--- config.mk ---
export PLATFORM = sky130hd
export DESIGN_NAME = mem_stage
export DESIGN_NICKNAME = d
export VERILOG_FILES = /design/src/rtl/mem_stage.sv
export SDC_FILE = /design/constraint.sdc
export NUM_CORES = 1
export LEC_CHECK = 0
export BUFFER_PORTS_ARGS = -buffer_cell sky130_fd_sc_hd__buf_2
export CORE_AREA = 2 2 188 190
export CTS_CLUSTER_SIZE = 28
export DETAILED_ROUTE_END_ITERATION = 12
export DIE_AREA = 0 0 190 192
export GPL_TIMING_DRIVEN = 1
export PLACE_DENSITY = 0.75
export SETUP_SLACK_MARGIN = 0.2
export SYNTH_ARGS = -nofsm -noshare
export SYNTH_HDL_FRONTEND = slang
export SYNTH_SLANG_ARGS = --single-unit
--- constraint.sdc ---
create_clock -name clk -period 6.35 [get_ports clk]
set_clock_uncertainty 0.15 [all_clocks]
set_input_delay 0.635 -clock clk [delete_from_list [all_inputs] [get_ports clk]]
set_output_delay 0.635 -clock clk [all_outputs]
set_load 0.02 [all_outputs]
--- src/rtl/mem_stage.sv ---
// mem_stage: memory stage between EX/MEM and MEM/WB.
// Turns a latched load/store into one data-bus request (valid/addr_ok/data_ok),
// waits for completion, aligns/extends load data and emits one registered
// writeback record per instruction. stall_req is high while an access is in flight.
// Optional feature: define MEM_MISALIGN_CHECK_EN to trap misaligned accesses
// (no bus request, out_misalign=1). Without it out_misalign is always 0.
module mem_stage #(
    parameter int XLEN = 64
) (
    input  logic            clk,
    input  logic            reset,
    input  logic            flush,
    input  logic            in_valid,
    input  logic            in_is_load,
    input  logic            in_is_store,
    input  logic [1:0]      in_size,
    input  logic            in_unsigned,
    input  logic [XLEN-1:0] in_addr,
    input  logic [XLEN-1:0] in_wdata,
    input  logic [XLEN-1:0] in_result,
    input  logic [4:0]      in_rd,
    input  logic            in_wen,
    output logic            dreq_valid,
    output logic [XLEN-1:0] dreq_addr,
    output logic [1:0]      dreq_size,
    output logic [7:0]      dreq_strobe,
    output logic [XLEN-1:0] dreq_data,
    input  logic            dresp_addr_ok,
    input  logic            dresp_data_ok,
    input  logic [XLEN-1:0] dresp_data,
    output logic            stall_req,
    output logic            out_valid,
    output logic [4:0]      out_rd,
    output logic            out_wen,
    output logic [XLEN-1:0] out_wdata,
    output logic            out_misalign
);

    typedef enum logic [1:0] {IDLE, REQ, WAIT, RESP} state_t;

    state_t          state_reg, state_next;

    // Instruction fields captured at accept; they stay stable for the whole access.
    logic [XLEN-1:0] addr_reg;
    logic [XLEN-1:0] wdata_reg;
    logic [1:0]      size_reg;
    logic [4:0]      rd_reg;
    logic            wen_reg;
    logic            unsigned_reg;
    logic            store_reg;
    logic            drop_reg;

    logic            out_valid_reg;
    logic [4:0]      out_rd_reg;
    logic            out_wen_reg;
    logic [XLEN-1:0] out_wdata_reg;
    logic            out_misalign_reg;

    logic            accept;
    logic            is_mem;
    logic            misalign_hit;
    logic            mem_done;
    logic [7:0]      strobe_base;
    logic [XLEN-1:0] load_raw;
    logic [XLEN-1:0] load_ext;

    assign is_mem = in_is_load | in_is_store;
    assign accept = ((state_reg == IDLE) || (state_reg == RESP)) && in_valid && !flush;

    // Access completes on data_ok; data_ok seen in REQ before addr_ok does not count.
    assign mem_done = ((state_reg == REQ) && dresp_addr_ok && dresp_data_ok) ||
                      ((state_reg == WAIT) && dresp_data_ok);

`ifdef MEM_MISALIGN_CHECK_EN
    // Natural alignment check on the incoming mem op.
    always_comb begin
        misalign_hit = 1'b0;
        if (is_mem) begin
            case (in_size)
                2'd1:    misalign_hit = in_addr[0];
                2'd2:    misalign_hit = |in_addr[1:0];
                2'd3:    misalign_hit = |in_addr[2:0];
                default: misalign_hit = 1'b0;
            endcase
        end
    end
`else
    assign misalign_hit = 1'b0;
`endif

    // Next-state logic for the bus handshake.
    always_comb begin
        state_next = state_reg;
        case (state_reg)
            IDLE, RESP: begin
                if (accept && is_mem && !misalign_hit)
                    state_next = REQ;
                else
                    state_next = IDLE;
            end
            REQ: begin
                if (dresp_addr_ok)
                    state_next = dresp_data_ok ? RESP : WAIT;
            end
            WAIT: begin
                if (dresp_data_ok)
                    state_next = RESP;
            end
            default: state_next = IDLE;
        endcase
    end

    // State register.
    always_ff @(posedge clk or posedge reset) begin
        if (reset)
            state_reg <= IDLE;
        else
            state_reg <= state_next;
    end

    // Capture the mem op on accept; track a flush that arrives mid-access.
    always_ff @(posedge clk or posedge reset) begin
        if (reset) begin
            addr_reg     <= '0;
            wdata_reg    <= '0;
            size_reg     <= '0;
            rd_reg       <= '0;
            wen_reg      <= 1'b0;
            unsigned_reg <= 1'b0;
            store_reg    <= 1'b0;
            drop_reg     <= 1'b0;
        end else begin
            if (accept && is_mem && !misalign_hit) begin
                addr_reg     <= in_addr;
                wdata_reg    <= in_wdata;
                size_reg     <= in_size;
                rd_reg       <= in_rd;
                wen_reg      <= in_wen;
                unsigned_reg <= in_unsigned;
                store_reg    <= in_is_store;
            end
            if (state_reg == RESP)
                drop_reg <= 1'b0;
            else if (((state_reg == REQ) || (state_reg == WAIT)) && flush)
                drop_reg <= 1'b1;
        end
    end

    // Bus request fields derived from the latched op; lanes beyond byte 7 are lost.
    always_comb begin
        case (size_reg)
            2'd0:    strobe_base = 8'h01;
            2'd1:    strobe_base = 8'h03;
            2'd2:    strobe_base = 8'h0F;
            default: strobe_base = 8'hFF;
        endcase
    end

    assign dreq_valid  = (state_reg == REQ);
    assign dreq_addr   = addr_reg;
    assign dreq_size   = size_reg;
    assign dreq_strobe = store_reg ? (strobe_base << addr_reg[2:0]) : 8'h00;
    assign dreq_data   = store_reg ? (wdata_reg << {addr_reg[2:0], 3'b000}) : '0;
    assign stall_req   = (state_reg == REQ) || (state_reg == WAIT);

    // Load alignment and sign/zero extension of the returned bus word.
    always_comb begin
        load_raw = dresp_data >> {addr_reg[2:0], 3'b000};
        case (size_reg)
            2'd0: load_ext = unsigned_reg ? {{(XLEN-8){1'b0}}, load_raw[7:0]}
                                          : {{(XLEN-8){load_raw[7]}}, load_raw[7:0]};
            2'd1: load_ext = unsigned_reg ? {{(XLEN-16){1'b0}}, load_raw[15:0]}
                                          : {{(XLEN-16){load_raw[15]}}, load_raw[15:0]};
            2'd2: load_ext = unsigned_reg ? {{(XLEN-32){1'b0}}, load_raw[31:0]}
                                          : {{(XLEN-32){load_raw[31]}}, load_raw[31:0]};
            default: load_ext = load_raw;
        endcase
    end

    // Registered writeback record: pulses for one cycle per instruction.
    always_ff @(posedge clk or posedge reset) begin
        if (reset) begin
            out_valid_reg    <= 1'b0;
            out_rd_reg       <= '0;
            out_wen_reg      <= 1'b0;
            out_wdata_reg    <= '0;
            out_misalign_reg <= 1'b0;
        end else begin
            out_valid_reg    <= 1'b0;
            out_misalign_reg <= 1'b0;
            if (accept && !is_mem) begin
                out_valid_reg <= 1'b1;
                out_rd_reg    <= in_rd;
                out_wen_reg   <= in_wen;
                out_wdata_reg <= in_result;
            end else if (accept && misalign_hit) begin
                out_valid_reg    <= 1'b1;
                out_misalign_reg <= 1'b1;
                out_rd_reg       <= in_rd;
                out_wen_reg      <= 1'b0;
                out_wdata_reg    <= in_addr;
            end else if (mem_done) begin
                // A flush seen in the completion cycle squashes the record too.
                out_valid_reg <= !(drop_reg || flush);
                out_rd_reg    <= rd_reg;
                out_wen_reg   <= wen_reg && !store_reg && !(drop_reg || flush);
                out_wdata_reg <= store_reg ? '0 : load_ext;
            end
        end
    end

    assign out_valid    = out_valid_reg;
    assign out_rd       = out_rd_reg;
    assign out_wen      = out_wen_reg;
    assign out_wdata    = out_wdata_reg;
    assign out_misalign = out_misalign_reg;

endmodule

=== Word level (Yosys, flattened, before mapping) ===
Cells that the tools add are included.

* Bits in registers: 212
* Bits of input ports: 273
* Word-level logic and storage cells: 71

* Eq/ne operators: 7
* Shifts and indexed selects: 3
* Mux-type cells: 23
* Bitwise gates (word level): 1
* Reduce and logical (&&, ||, !) cells: 24

{| class="wikitable"
|+ Operator list
! operator !! number
|-
| 64-bit 2-to-1 mux || 7
|-
| 64-bit case mux with 3 select lines || 1
|-
| 64-bit by 6-bit << shifter with 64-bit output || 1
|-
| 64-bit by 6-bit >> shifter with 64-bit output || 1
|-
| 8-bit case mux with 3 select lines || 1
|-
| 1-bit logical AND || 10
|-
| 5-bit 2-to-1 mux || 2
|-
| 1-bit 2-to-1 mux || 8
|-
| 8-bit 2-to-1 mux || 1
|-
| 8-bit by 3-bit << shifter with 8-bit output || 1
|-
| 2-bit == test (second input constant) || 3
|-
| 2-bit case mux with 3 select lines || 1
|-
| 2-bit by 1-bit == test with 1-bit output (second input constant) || 2
|-
| 1-bit logical NOT || 4
|-
| 2-bit logical NOT || 2
|-
| 1-bit logical OR || 4
|-
| 2-bit 2-to-1 mux || 2
|-
| 2-bit nonzero test || 2
|-
| 2-bit by 1-bit != test with 1-bit output (second input constant) || 1
|-
| 2-bit != test (second input constant) || 1
|-
| 2-bit AND reduction || 1
|-
| 2-bit OR reduction || 1
|-
| 1-bit bitwise OR || 1
|}

=== Longest topological paths before layout ===
Gate-level depths: netlist of run 1.

* Depth after elaboration: 7
* Mapped depth: 9
* Gate-level depth less buffers: 7

=== Worst setup path after synthesis of run 1 ===
Ideal clock, no wire load.

* Kind: reg2out
* Start point: register addr_reg[1] (netlist: dreq_addr[1])
* End point: output dreq_strobe[6]
* Arrival time: 2.560 ns
* Path slack: 3.005 ns
* Stages on the path, launching flop included: 9
* Path buffers: 4
* Path through: dfrtp_1 > buf_6 > buf_2 > buf_2 > buf_2 > a21oi_1 > nor2_1 > nor2_1 > a2111oi_0

* Longest elaborated chain between the ends: 2

{| class="wikitable"
|+ RTL lines
! what !! line !! source
|-
| start, declared || 44 || <nowiki>logic [XLEN-1:0] addr_reg;</nowiki>
|-
| start signal, assigned || 134 || <nowiki>addr_reg <= in_addr;</nowiki>
|-
| 8-bit by 3-bit << shifter with 8-bit output || 162 || <nowiki>assign dreq_strobe = store_reg ? (strobe_base << addr_reg[2:0]) : 8'h00;</nowiki>
|-
| 8-bit 2-to-1 mux || 162 ||
|-
| end, declared || 26 || <nowiki>output logic [7:0] dreq_strobe,</nowiki>
|}

No other way between the ends.

=== Worst setup path in the final report of run 1 ===
* Start point: register addr_reg[2] (netlist: dreq_addr[2])
* End point: output dreq_strobe[4]

The elaborated chain is that of the path after synthesis.

==> metrics.yaml, run 1 <==
yosys:
  synth_edf_count: 0
  syn-num-nets: 1393
  synth_seq_area_share_pct: 42.34
  synth-seq-cells: 212
  syn_area_um2: 12530
  ys_async_sr_fraction_pct: 100.0
  synth.avg_cell_area_um2: 11.22
  ys_warn_count: 0
  synthCells: 1117
  synth_flop_cell: "dfrtp_1"
  yosysUniqueCellTypes: 53
clock_tree:
  cts-root-buf: "clkbuf_16"
  htree_levels: 1
  insertion_delay_ps: 540
  path_clk_slew_ps: 60
  cts-resized-gates: 0
  cts_setup_buffers: 0
  cts_sinks: 212
  ctsHoldBuffers: 1
  cts_tree: "built"
  cts.path.max_buffers: 3
  numCtsBuffers: 24
placement:
  port_buffers: 483
  hpwl_mm: 35.89
  place_congestion: 1.013
pwr:
  comb_power_share_pct: 56.4
  power_switching_share_pct: 46.13
  power_frac_clock_pct: 14.4
  ir_worst_vdd_v: 0.0003138
  p_sw_mw: 4.221
  p_leak_nw: 7.572
  p_int_mw: 4.929
  p_per_area_nw_per_um2: 572.7
  power_frac_seq_pct: 29.2
floorplanning:
  die_w_um: 190
  core_um2: 34290
  die_area_um2: 36480
  chipHeight_um: 192
  row_count: 68
  ioPinCount: 485
  start_util_pct: 36.54
route:
  vias: 11420
  drtIter0Drc: 906
  vias_per_cell: 5.657
  drc: 0
  wl_per_cell_um: 23.35
  wl_mm: 47.13
  drt-pass1-iter-count: 5
  postRouteAntennaNets: 0
critical_path:
  critical_path_class: "register to output pin"
  cp.required_ps: 5560
  end_kind: "output pin"
  worstPathArrival_ps: 3410
  start_kind: "register"
  path_max_fanout: 75
timing:
  fin_crit_sh_pct: 66.04
  fin_tns_setup_ps: 0
  max_freq_ghz: 0.2385
  finalHoldViolations: 0
  period_needed_ps: 4194
  rsz0062_at_grt: "false"
  slew_violations: 0
  setup_viol: 0
  slew_headroom_pct: 20.44
  tightest_slew_ps: 1189
layout:
  syn_to_final_growth_pct: 27.53
  layout_commonest_cell: "buf_2"
  drive_above_1_share_pct: 50.96
  num-fill-cells: 3186
  final_cell_mix: "buf_2, dfrtp_1, mux2_2"
  fin_util_pct: 46.60
  final_nets: 1820
run:
  cap_violations: 0
global_routing:
  grt_pass1_vias: 11370
  grt_overflow: 0
  antenna_found_initial: 8
  grt_max_degree: 107
  grt_pass1_wl_mm: 68.95
  track_usage_pct: 24.90
status:
  outcome: "finished, final reports clean"
worst_hold_path:
  hold_path_class: "input pin to register"
==> worst paths after layout <==
| path | startpoint | to | slack [ps] | depth (start not counted) |
|---|---|---|---|---|
| max reg2reg | dreq_addr[1] | out_wdata[26] | 2710 | 6 |
| max | dreq_addr[2] | dreq_strobe[4] | 2160 | 5 |
| min reg2reg | dreq_addr[32] | dreq_addr[32] | 350 | 1 |
| min in group asynchronous | reset | dreq_addr[38] | 490 | 3 |
| max in group asynchronous | reset | out_wdata[15] | 3940 | 5 |
| min | in_size[0] | dreq_size[0] | 160 | 3 |
==> worst max-delay path: stages, from the launching register on <==
cell      delay, ps
dfrtp_4        1010
inv_2           650
nor3_1          590
a211oi_1        170
nor2_1          180
buf_2           210
==> layout make-up <==
class / instances / area, um2 / share of cell area, %
repair buffers: 498 / 2545 / 15.93
flip-flops and latches: 212 / 5316 / 33.27
diodes: 7 / 17.52 / 0.1096
multi-input cells: 793 / 6729 / 42.11
clock inverters: 5 / 56.30 / 0.3524
inverters: 15 / 60.06 / 0.3759
clock buffers: 33 / 684.4 / 4.283
well taps: 455 / 569.3 / 3.563
==> per-stage QoR <==
| stage | total power, mW | instance area (um2) | setup WS, ps | cells | hold WS, ps |
|---|---|---|---|---|---|
| after detailed placement | 7.838 | 15210 | 2710 | 1972 | 339.9 |
| after global routing | 9.690 | 15980 | 1959 | 2017 | 141.5 |
| after global placement | 7.737 | 15210 | 2791 | 1972 | 333.9 |
| after CTS | 9.193 | 15960 | 2143 | 2011 | 133.7 |
| final | 9.151 | 15980 | 2156 | 2018 | 164.2 |
| after floorplan | 6.192 | 12530 | 2809 | 1117 | 307.4 |
==> kinds of logic (layout without fill, tap and decap cells) <==
kind of cell               count (synthesis)  count (layout)  synth area share [%]
buffers and inverters                    112             551                 4.194
muxes                                    272             272                 28.38
and+or+nand+nor                          210             210                 7.660
adders and majority gates                  3               3                0.2996
AOI/OAI and AO/OA                        307             307                 17.09
DFF                                      212             212                 42.34
other                                      1               8               0.02993
==> synthesized netlist by cell type (all sizes together) (30+ instances only) <==
| library cell | number | area, um2 |
|---|---|---|
| a22oi | 60 | 450.4 |
| nor2 | 98 | 370.4 |
| a21oi | 68 | 340.3 |
| o21ai | 60 | 379.1 |
| mux4 | 50 | 1126 |
| o211ai | 30 | 225.2 |
| clkbuf | 50 | 187.7 |
| mux2 | 166 | 1869 |
| dfrtp | 212 | 5305 |
| buf | 47 | 281.5 |
| mux2i | 56 | 560.5 |
| nand2 | 44 | 165.2 |
==> power groups by stage <==
stage	registers [mW]	logic, mW	clock network, mW
finish	2.67	5.16	1.32
global route	2.76	5.53	1.40
CTS	2.66	5.19	1.35
detailed placement	2.67	5.17	0
global placement	2.64	5.10	0
floorplan	2.81	3.39	0
==> layer usage <==
| layer | track usage, % | share of wire [%] |
|---|---|---|
| met1 | 30.51 | 38 |
| met2 | 43.21 | 49 |
| met3 | 4.897 | 8.9 |
| met4 | 9.809 | 4.0 |
| met5 | 0 | 0 |
No activity file was read; power rests on OpenSTA's default activity.
==> run 2, diff against run 1 <==
PLACE_DENSITY = 0.73   (was 0.75)
clock period = 4.2 ns   (was 6.35 ns; I/O delays follow)
==> run 2 against run 1 <==
Routed wire length up 11%. Core utilization up 5.6 points. Sequential share of layout area down 3.6 points. Via count up 9.0%. Clock power up 63%.
==> metrics.yaml, run 2 (same netlist as run 1, synthesis figures left out) <==
worst_hold_path:
  hold_path_class: "input pin to register"
route:
  drtIter0Drc: 886
  vias: 12440
  vias_per_cell: 5.645
  wl_mm: 52.11
  drt-pass1-iter-count: 5
  wl_per_cell_um: 23.64
  drc: 0
  postRouteAntennaNets: 0
pwr:
  power_frac_clock_pct: 14.8
  p_leak_nw: 8.401
  power_switching_share_pct: 46.33
  ir_worst_vdd_v: 0.0005783
  comb_power_share_pct: 57.4
  power_frac_seq_pct: 27.8
  p_int_mw: 7.767
  p_sw_mw: 6.706
  p_per_area_nw_per_um2: 809.3
clock_tree:
  insertion_delay_ps: 530
  ctsHoldBuffers: 173
  numCtsBuffers: 24
  htree_levels: 1
  cts-root-buf: "clkbuf_16"
  cts_sinks: 212
  cts-resized-gates: 0
  cts_setup_buffers: 0
  path_clk_slew_ps: 60
  cts_tree: "built"
  cts.path.max_buffers: 3
status:
  outcome: "finished, final reports clean"
critical_path:
  critical_path_class: "register to output pin"
  end_kind: "output pin"
  cp.required_ps: 3630
  path_max_fanout: 52
  start_kind: "register"
  worstPathArrival_ps: 3310
placement:
  place_congestion: 0.9430
  dp.cells: 1984
  port_buffers: 483
  hpwl_mm: 36.58
timing:
  fin_tns_setup_ps: 0
  rsz0062_at_grt: "false"
  slew_headroom_pct: 43.42
  period_needed_ps: 3881
  fin_hold_ws_ps: 18.60
  tightest_slew_ps: 842.2
  finalHoldViolations: 0
  fin_crit_sh_pct: 92.39
  setup_viol: 0
  max_freq_ghz: 0.2577
  slew_violations: 0
floorplanning:
  core_um2: 34290
  row_count: 68
  start_util_pct: 36.54
  ioPinCount: 485
  die_area_um2: 36480
  chipHeight_um: 192
  die_w_um: 190
layout:
  final_cell_mix: "buf_2, dfrtp_1, dlygate4sd3_1"
  final_nets: 2004
  final_cells: 2204
  num-fill-cells: 2898
  layout_commonest_cell: "buf_2"
  drive_above_1_share_pct: 46.39
  syn_to_final_growth_pct: 42.74
global_routing:
  antenna_found_initial: 8
  grt_pass1_wl_mm: 75.96
  grt_pass1_vias: 12810
  grt_overflow: 0
  grt_max_degree: 118
  track_usage_pct: 27.33
run:
  cap_violations: 0
==> run 2: cell count changes in the layout (fill, tap and decap cells not counted), moves of 2 or more <==
cell / delta
diode_2: -2
buf_4: +9
buf_12: +3
dlygate4sd3_1: +172
clkbuf_8: +3
==> run 2: worst paths after layout <==
kind / start / depth (start not counted) / slack, ps / to
max: dreq_addr[1] / 7 / 320 / dreq_data[55]
min: in_result[14] / 3 / 20 / out_wdata[14]
max reg2reg: dreq_size[1] / 5 / 1360 / out_wdata[38]
min reg2reg: drop_reg / 1 / 350 / out_valid
max in group asynchronous: reset / 4 / 2750 / dreq_addr[0]
min in group asynchronous: reset / 4 / 460 / rd_reg[0]
==> run 2: power by group through the flow <==
stage	Clock [mW]	Combinational (mW)	Sequential [mW]
after CTS	2.19	8.21	3.95
after global routing	2.27	8.84	4.10
after global placement	0	7.94	3.91
final	2.15	8.31	4.02
after detailed placement	0	8.06	3.95
after floorplan	0	5.12	4.24
==> run 2: metrics by stage <==
| stage | total power, mW | instance area [um2] | setup WS (ps) | util, % |
|---|---|---|---|---|
| finish | 14.47 | 17880 | 319.5 | 52.16 |
| global placement | 11.85 | 15330 | 1088 | 44.72 |
| detailed placement | 12.01 | 15330 | 981.9 | 44.72 |
| global route | 15.21 | 17880 | 212.4 | 52.16 |
| floorplan | 9.362 | 12530 | 873.8 | - |
| CTS | 14.34 | 17870 | 409.9 | 52.12 |
==> run 2: metal layers <==
layer | wire [um] | global-route usage, %
met1 | 19280 | 32.56
met2 | 25280 | 47.09
met3 | 4927 | 6.377
met4 | 2572 | 12.13
met5 | 53 | 0
==> run 2: worst max-delay path, cell delays in order, from the launching register on <==
cell and delay [ps]:
dfrtp_4 650, buf_4 450, buf_4 640, mux2i_1 200, o21ai_0 230, mux2i_1 110, nor2_1 230, buf_2 220
==> run 2: area by class of cell <==
| cell class | instances | area [um2] | share of cell area, % |
|---|---|---|---|
| clock buffers | 37 | 750.7 | 4.198 |
| multi-input cells | 793 | 6729 | 37.63 |
| inverters | 15 | 60.06 | 0.3358 |
| well taps | 455 | 569.3 | 3.183 |
| flip-flops and latches | 212 | 5314 | 29.71 |
| clock inverters | 5 | 53.80 | 0.3008 |
| repair buffers | 682 | 4394 | 24.57 |
| diodes | 5 | 12.51 | 0.06996 |
